===== src/rtl/instr_sequencer_pkg.sv =====
// ============================================================================
// Module : instr_sequencer_pkg
// Brief  : Shared instruction codes, FSM states and field layout
// Rev    : 1.0
// ============================================================================
`default_nettype none

package instr_sequencer_pkg;

  localparam int INSTR_W = 12;

  localparam logic [1:0] CLS_ALU  = 2'b00;
  localparam logic [1:0] CLS_NOP  = 2'b01;
  localparam logic [1:0] CLS_HALT = 2'b10;
  localparam logic [1:0] CLS_SKZ  = 2'b11;

  localparam logic [2:0] OP_ADD = 3'b000;
  localparam logic [2:0] OP_SUB = 3'b001;
  localparam logic [2:0] OP_AND = 3'b010;
  localparam logic [2:0] OP_OR  = 3'b011;

  localparam int OP_LSB  = 9;
  localparam int RD_LSB  = 7;
  localparam int RS1_LSB = 5;
  localparam int RS2_LSB = 3;
  localparam int WE_BIT  = 2;
  localparam int CLS_LSB = 0;

  typedef enum logic [1:0] {
    S_RUN  = 2'b00,
    S_SKIP = 2'b01,
    S_HALT = 2'b10,
    S_TRAP = 2'b11
  } state_e;

  typedef struct packed {
    logic [2:0] op;
    logic [1:0] rd;
    logic [1:0] rs1;
    logic [1:0] rs2;
    logic       we;
    logic [1:0] cls;
  } instr_t;

  function automatic instr_t decode_instr(input logic [INSTR_W-1:0] w);
    instr_t d;
    d.op  = w[OP_LSB  +: 3];
    d.rd  = w[RD_LSB  +: 2];
    d.rs1 = w[RS1_LSB +: 2];
    d.rs2 = w[RS2_LSB +: 2];
    d.we  = w[WE_BIT];
    d.cls = w[CLS_LSB +: 2];
    return d;
  endfunction

endpackage

`default_nettype wire


===== src/rtl/instr_sequencer_if.sv =====
// ============================================================================
// Module : instr_sequencer_if
// Brief  : Producer/datapath-facing bus of the instruction sequencer
// Rev    : 1.0
// ============================================================================
`default_nettype none

interface instr_sequencer_if #(
  parameter int IW = 12,
  parameter int CW = 3
);
  logic          in_valid;
  logic          in_ready;
  logic [IW-1:0] in_instr;
  logic          Zero;
  logic          Overflow;
  logic          clear;
  logic [2:0]    ALUControl;
  logic [1:0]    addr1;
  logic [1:0]    addr2;
  logic [1:0]    addr3;
  logic          wr;
  logic          issue_valid;
  logic          halted;
  logic          trap;
  logic [CW-1:0] count;

  modport master (
    output in_valid, in_instr, Zero, Overflow, clear,
    input  in_ready, ALUControl, addr1, addr2, addr3, wr,
           issue_valid, halted, trap, count
  );

  modport slave (
    input  in_valid, in_instr, Zero, Overflow, clear,
    output in_ready, ALUControl, addr1, addr2, addr3, wr,
           issue_valid, halted, trap, count
  );
endinterface

`default_nettype wire


===== src/rtl/instr_sequencer_fifo.sv =====
// ============================================================================
// Module : instr_fifo
// Brief  : DEPTH x W instruction FIFO with occupancy count, no bypass
// Rev    : 1.0
// ============================================================================
`default_nettype none

module instr_fifo #(
  parameter int DEPTH = 4,
  parameter int W     = 12
) (
  input  logic                   clk,
  input  logic                   rst,
  input  logic                   push_i,
  input  logic [W-1:0]           data_i,
  input  logic                   pop_i,
  output logic [W-1:0]           data_o,
  output logic                   full_o,
  output logic                   empty_o,
  output logic [$clog2(DEPTH):0] count_o
);
  localparam int AW = $clog2(DEPTH);
  localparam int CW = AW + 1;

  logic [AW-1:0] wr_ptr_q;
  logic [AW-1:0] rd_ptr_q;
  logic [CW-1:0] count_q;
  logic [W-1:0]  mem_q [DEPTH];
  logic          w_push;
  logic          w_pop;

  assign full_o  = (count_q == CW'(DEPTH));
  assign empty_o = (count_q == '0);
  assign count_o = count_q;
  assign data_o  = mem_q[rd_ptr_q];
  assign w_push  = push_i & ~full_o;
  assign w_pop   = pop_i & ~empty_o;

  always_ff @(posedge clk or negedge rst) begin
    if (!rst) begin
      wr_ptr_q <= '0;
      rd_ptr_q <= '0;
      count_q  <= '0;
    end else begin
      if (w_push) wr_ptr_q <= wr_ptr_q + AW'(1);
      if (w_pop)  rd_ptr_q <= rd_ptr_q + AW'(1);
      if (w_push && !w_pop)      count_q <= count_q + CW'(1);
      else if (!w_push && w_pop) count_q <= count_q - CW'(1);
    end
  end

  // Storage needs no reset: occupancy alone decides what is valid.
  always_ff @(posedge clk) begin
    if (w_push) mem_q[wr_ptr_q] <= data_i;
  end

endmodule

`default_nettype wire


===== src/rtl/instr_sequencer.sv =====
// ============================================================================
// Module : instr_sequencer
// Brief  : Buffers instruction words and issues one per cycle to the datapath
// Rev    : 1.0
// ============================================================================
`default_nettype none

module instr_sequencer
  import instr_sequencer_pkg::*;
#(
  parameter int DEPTH = 4,
  parameter int IW    = 12
) (
  input  logic               clk,
  input  logic               rst,
  instr_sequencer_if.slave   bus
);
  localparam int CW = $clog2(DEPTH) + 1;

  logic [IW-1:0] fifo_rdata;
  logic          fifo_full;
  logic          fifo_empty;
  logic [CW-1:0] fifo_count;
  instr_t        head;
  logic          w_trap_det;
  logic          w_pop;

  state_e        state_q;
  logic          zflag_q;
  logic          issue_valid_q;
  logic          wr_q;
  logic [2:0]    alu_q;
  logic [1:0]    addr1_q;
  logic [1:0]    addr2_q;
  logic [1:0]    addr3_q;

  instr_fifo #(
    .DEPTH (DEPTH),
    .W     (IW)
  ) u_fifo (
    .clk     (clk),
    .rst     (rst),
    .push_i  (bus.in_valid),
    .data_i  (bus.in_instr),
    .pop_i   (w_pop),
    .data_o  (fifo_rdata),
    .full_o  (fifo_full),
    .empty_o (fifo_empty),
    .count_o (fifo_count)
  );

  assign head       = decode_instr(fifo_rdata);
  assign w_trap_det = issue_valid_q & wr_q & bus.Overflow;
  // A trapping cycle leaves the head word in place so it issues after clear.
  assign w_pop      = ((state_q == S_RUN) || (state_q == S_SKIP)) &&
                      !fifo_empty && !w_trap_det;

  always_ff @(posedge clk or negedge rst) begin
    if (!rst) begin
      state_q       <= S_RUN;
      zflag_q       <= 1'b0;
      issue_valid_q <= 1'b0;
      wr_q          <= 1'b0;
      alu_q         <= '0;
      addr1_q       <= '0;
      addr2_q       <= '0;
      addr3_q       <= '0;
    end else begin
      issue_valid_q <= 1'b0;
      wr_q          <= 1'b0;
      alu_q         <= '0;
      addr1_q       <= '0;
      addr2_q       <= '0;
      addr3_q       <= '0;

      if (issue_valid_q) zflag_q <= bus.Zero;

      if (w_trap_det) begin
        state_q <= S_TRAP;
      end else begin
        case (state_q)
          S_HALT, S_TRAP: begin
            if (bus.clear) state_q <= S_RUN;
          end
          S_SKIP: begin
            if (w_pop) state_q <= S_RUN;
          end
          default: begin
            if (w_pop) begin
              case (head.cls)
                CLS_ALU: begin
                  issue_valid_q <= 1'b1;
                  wr_q          <= head.we;
                  alu_q         <= head.op;
                  addr1_q       <= head.rs1;
                  addr2_q       <= head.rs2;
                  addr3_q       <= head.rd;
                end
                CLS_HALT: state_q <= S_HALT;
                CLS_SKZ: begin
                  if (zflag_q) state_q <= S_SKIP;
                end
                default: ;
              endcase
            end
          end
        endcase
      end
    end
  end

  assign bus.in_ready    = ~fifo_full;
  assign bus.count       = fifo_count;
  assign bus.ALUControl  = alu_q;
  assign bus.addr1       = addr1_q;
  assign bus.addr2       = addr2_q;
  assign bus.addr3       = addr3_q;
  assign bus.wr          = wr_q;
  assign bus.issue_valid = issue_valid_q;
  assign bus.halted      = (state_q == S_HALT);
  assign bus.trap        = (state_q == S_TRAP);

endmodule

`default_nettype wire


===== src/flat_wrapper.sv =====
// flat-port wrapper written by rule: the top's interface ports become plain ports
module instr_sequencer_flat import instr_sequencer_pkg::*;
#(
  parameter int DEPTH = 4,
  parameter int IW    = 12
)
  (clk, rst, bus_in_valid, bus_in_instr, bus_Zero, bus_Overflow, bus_clear, bus_in_ready, bus_ALUControl, bus_addr1, bus_addr2, bus_addr3, bus_wr, bus_issue_valid, bus_halted, bus_trap, bus_count);
  instr_sequencer_if #(.IW(IW), .CW(3)) bus_i ();
  input  logic clk;
  input  logic rst;
  input wire logic [$bits(bus_i.in_valid)-1:0] bus_in_valid;
  input wire logic [$bits(bus_i.in_instr)-1:0] bus_in_instr;
  input wire logic [$bits(bus_i.Zero)-1:0] bus_Zero;
  input wire logic [$bits(bus_i.Overflow)-1:0] bus_Overflow;
  input wire logic [$bits(bus_i.clear)-1:0] bus_clear;
  output wire logic [$bits(bus_i.in_ready)-1:0] bus_in_ready;
  output wire logic [$bits(bus_i.ALUControl)-1:0] bus_ALUControl;
  output wire logic [$bits(bus_i.addr1)-1:0] bus_addr1;
  output wire logic [$bits(bus_i.addr2)-1:0] bus_addr2;
  output wire logic [$bits(bus_i.addr3)-1:0] bus_addr3;
  output wire logic [$bits(bus_i.wr)-1:0] bus_wr;
  output wire logic [$bits(bus_i.issue_valid)-1:0] bus_issue_valid;
  output wire logic [$bits(bus_i.halted)-1:0] bus_halted;
  output wire logic [$bits(bus_i.trap)-1:0] bus_trap;
  output wire logic [$bits(bus_i.count)-1:0] bus_count;
  assign bus_i.in_valid = bus_in_valid;
  assign bus_i.in_instr = bus_in_instr;
  assign bus_i.Zero = bus_Zero;
  assign bus_i.Overflow = bus_Overflow;
  assign bus_i.clear = bus_clear;
  assign bus_in_ready = bus_i.in_ready;
  assign bus_ALUControl = bus_i.ALUControl;
  assign bus_addr1 = bus_i.addr1;
  assign bus_addr2 = bus_i.addr2;
  assign bus_addr3 = bus_i.addr3;
  assign bus_wr = bus_i.wr;
  assign bus_issue_valid = bus_i.issue_valid;
  assign bus_halted = bus_i.halted;
  assign bus_trap = bus_i.trap;
  assign bus_count = bus_i.count;
  instr_sequencer #(.DEPTH(DEPTH), .IW(IW)) u_core (.clk(clk), .rst(rst), .bus(bus_i));
endmodule

===== config.mk =====
export PLATFORM = sky130hd
export DESIGN_NAME = instr_sequencer_flat
export DESIGN_NICKNAME = d
export VERILOG_FILES = /design/src/rtl/instr_sequencer_pkg.sv /design/src/rtl/instr_sequencer_if.sv /design/src/rtl/instr_sequencer_fifo.sv /design/src/rtl/instr_sequencer.sv /design/src/flat_wrapper.sv
export SDC_FILE = /design/constraint.sdc
export NUM_CORES = 1
export LEC_CHECK = 0
export CAP_MARGIN = 0
export CORE_MARGIN = 3
export CORE_UTILIZATION = 40
export CTS_CLUSTER_DIAMETER = 80
export DETAILED_ROUTE_END_ITERATION = 12
export GPL_ROUTABILITY_DRIVEN = 0
export PLACE_DENSITY = 0.61
export SLEW_MARGIN = 20
export SYNTH_ARGS = -nofsm -noshare
export SYNTH_HDL_FRONTEND = slang
export SYNTH_SLANG_ARGS = --single-unit

===== constraint.sdc =====
create_clock -name clk -period 4.8 [get_ports clk]
set_clock_uncertainty 0.2 [all_clocks]
set_input_delay 0.96 -clock clk [delete_from_list [all_inputs] [get_ports clk]]
set_output_delay 0.96 -clock clk [all_outputs]
set_load 0.05 [all_outputs]

==> results.yml <==
outcome:
  outcome: "finished, final reports clean"
cts:
  path_clk_slew_ns: 0.07
  cts.path.max_buffers: 2
  cts_buffers: 9
  postCtsSetupBuffers: 0
  worstSkewPairLatency_ns: 0.33
  ctsResizeCount: 0
  cts_tree: "yes"
  postCtsHoldBufs: 0
  clock-sinks: 69
  cts_root_buf: "clkbuf_8"
  htree_levels: 3
floorplanning:
  fp.dieW_um: 88.7
  die_h_um: 88.7
  io_pins: 35
  rows: 29
  fp.dieArea_um2: 7870
  core-area_um2: 6490
  initial_core_util_pct: 42.1
sta:
  hold_ws_ns: 0.318
  slew-limit-headroom_pct: 45.2
  final-max-slew-violation-count: 0
  period_minus_slack_ns: 2.94
  hold_viol: 0
  final-setup-viol-count: 0
  fmax_mhz: 340
  timing.final.crit_share_pct: 61.2
  fin_ws_ns: 1.86
  grt_setup_unrepaired: "false"
  tns_ns: 0
  worst_pin_slew_ns: 0.822
synth:
  synthTopCellsByCount: "edfxtp_1 (48), dfrtp_1 (21), mux4_2 (10), nor3b_2 (9)"
  seq_area_frac_synth_pct: 71.8
  syn_area_um2: 2740
  synth.distinct_cells: 30
  netlist.area_leader.share_pct: 52.7
  synth_top_cell_by_area: "edfxtp_1"
  ys_ff_latch: 69
  async_reset_ff_share_pct: 30.4
  synth_nets: 162
  synth_ff_type: "edfxtp_1"
  ys_warn_count: 0
  synth.avg_cell_area_um2: 19.8
  synth-edff-count: 48
  yosysMostFrequentCell: "edfxtp_1"
  syn_inst: 138
  synthTopCellsByArea: "edfxtp_1 (53%), dfrtp_1 (19%), mux4_2 (8.2%), nor3b_2 (4.1%), ha_1 (2.3%)"
routing:
  vias: 1338
  ant_nets: 0
  drc: 0
  routedWlPerCell_um: 18.0
  vias_per_cell: 5.15
  first_iter_violations: 74
  drt-total-wl_mm: 4.69
  dr.pass1.iters: 4
layout:
  drive_gt1_share_pct: 21.9
  area_growth_pct: 20.6
  antenna_cells_inserted: 0
  final_cells: 260
  fin_nets: 202
critical_path:
  reg2reg_depth: 3
  timing.rr.end: "u_core.bus.wr"
  critPathMaxFanout: 5
  crit_path_end_kind: "flop"
  reg2reg_from: "u_core.u_fifo.rd_ptr_q[0]"
  cp-startpoint: "bus_Overflow"
  cp.required_ns: 4.82
  critPathLaunchType: "primary input"
  worstPathArrival_ns: 2.96
  r2r_slack_ns: 2.01
  worst-setup-path-type: "in2reg"
  endpoint: "u_core.u_fifo.count_o[1]"
placement:
  io_buffers: 34
  post-place-cells: 244
  hpwl_mm: 3.06
  dp_slack_ns: 1.53
global_route:
  grt_max_degree: 22
  grtUsageTotal_pct: 13.6
  grt_pass1_vias: 1434
  antenna_found_initial: 0
  overflow: 0
  grt_first_pass_wirelength_mm: 7.47
min_path:
  min_path_type: "reg2reg"
power_and_ir_drop:
  powerDensity_nw_per_um2: 653
  leakage_nw: 1.19
  vdd_drop_max_mv: 0.206
run:
  cap_violations: 0
[final cells by class]
class                           count  area [um^2]
Clock buffer                        9          124
Clock inverter                      7         42.5
Fill cell                         530         3190
Inverter                            3         11.3
Multi-Input combinational cell     61          724
Sequential cell                    69         1970
Tap cell                           77         96.3
Timing Repair Buffer               34          335
[logic make-up after synthesis]
family | after synthesis | share of synthesized area, %
simple gates | 30 | 8.91
xor+xnor | 6 | 1.92
buf+inv | 8 | 1.69
fa+ha+maj | 6 | 3.02
compound gates | 4 | 1.23
flops | 69 | 71.8
mux | 15 | 11.4
[sequential cells by signal (all words and copies together) (netlist names), 2 cells and up]
register                cells
u_core.bus.ALUControl       3
u_core.bus.addr1            2
u_core.bus.addr2            2
u_core.bus.addr3            2
u_core.state_q              2
u_core.u_fifo.count_o       3
u_core.u_fifo.mem_q        48
u_core.u_fifo.rd_ptr_q      2
u_core.u_fifo.wr_ptr_q      2
[where the power goes]
part           internal [mW]  total, mW  switching (mW)
combinational          0.362      0.826           0.464
sequential             0.809      0.937           0.128
clock                  0.183      0.391           0.208
total                   1.35       2.15           0.800
[cells in the final DEF (no fill, tap or decap)]
| master | Yosys | final |
|---|---|---|
| inv_1 | 3 | 3 |
| o21a_1 | 1 | 1 |
| mux4_1 | 2 | 2 |
| xnor2_1 | 3 | 3 |
| mux2_2 | 3 | 3 |
| or4b_4 | 1 | 1 |
| nor2b_1 | 2 | 2 |
| nand2_1 | 1 | 1 |
| xor2_1 | 3 | 3 |
| mux4_2 | 10 | 10 |
| and2_1 | 5 | 5 |
| clkdlybuf4s50_1 | 0 | 33 |
| and3_1 | 1 | 1 |
| nor4b_1 | 1 | 1 |
| a311o_1 | 1 | 1 |
| a211o_1 | 1 | 1 |
| edfxtp_1 | 48 | 48 |
| dfrtp_1 | 21 | 21 |
| nor3_1 | 1 | 1 |
| ha_1 | 5 | 5 |
| or3_1 | 1 | 1 |
| clkbuf_8 | 0 | 9 |
| buf_2 | 1 | 1 |
| and3b_1 | 1 | 1 |
| a21boi_1 | 1 | 1 |
| nor3b_2 | 9 | 9 |
| fa_1 | 1 | 1 |
| nor2_1 | 4 | 4 |
| clkinvlp_4 | 0 | 3 |
| nor4_1 | 2 | 2 |
| clkinv_2 | 0 | 4 |
| nor3b_1 | 1 | 1 |
[per-stage QoR]
step	area (um^2)	utilization (%)	power, mW
floorplan	2740	-	1.55
global placement	3140	48.3	1.76
detailed placement	3140	48.3	1.80
CTS	3310	50.9	2.19
global route	3300	50.8	2.30
finish	3300	50.8	2.15
[worst min-delay path by stage]
| stage | slack [ns] | end | cells past startpoint | start |
|---|---|---|---|---|
| after CTS | 0.32 | u_core.zflag_q | 1 | u_core.zflag_q |
| after global routing | 0.34 | u_core.zflag_q | 1 | u_core.zflag_q |
| after floorplan | 0.28 | u_core.zflag_q | 1 | u_core.zflag_q |
| after detailed placement | 0.31 | u_core.zflag_q | 1 | u_core.zflag_q |
| final | 0.32 | u_core.zflag_q | 1 | u_core.zflag_q |
| after global placement | 0.32 | u_core.zflag_q | 1 | u_core.zflag_q |
[worst max-delay path: stages]
cell and delay, ns:
clkdlybuf4s50_1 0.39, and3_1 0.21, or3_1 0.41, ha_1 0.23
inv_1 0.08, fa_1 0.40, mux2_2 0.27
[layer usage]
layer,track usage [%],part of all wire (%),up-vias
met5,0,0,-
met4,7.42,1.6,0
met3,3.63,3.3,8
met2,23.2,53,26
met1,15.5,42,692
li1,-,-,612
(Power assumes the default switching activity.)
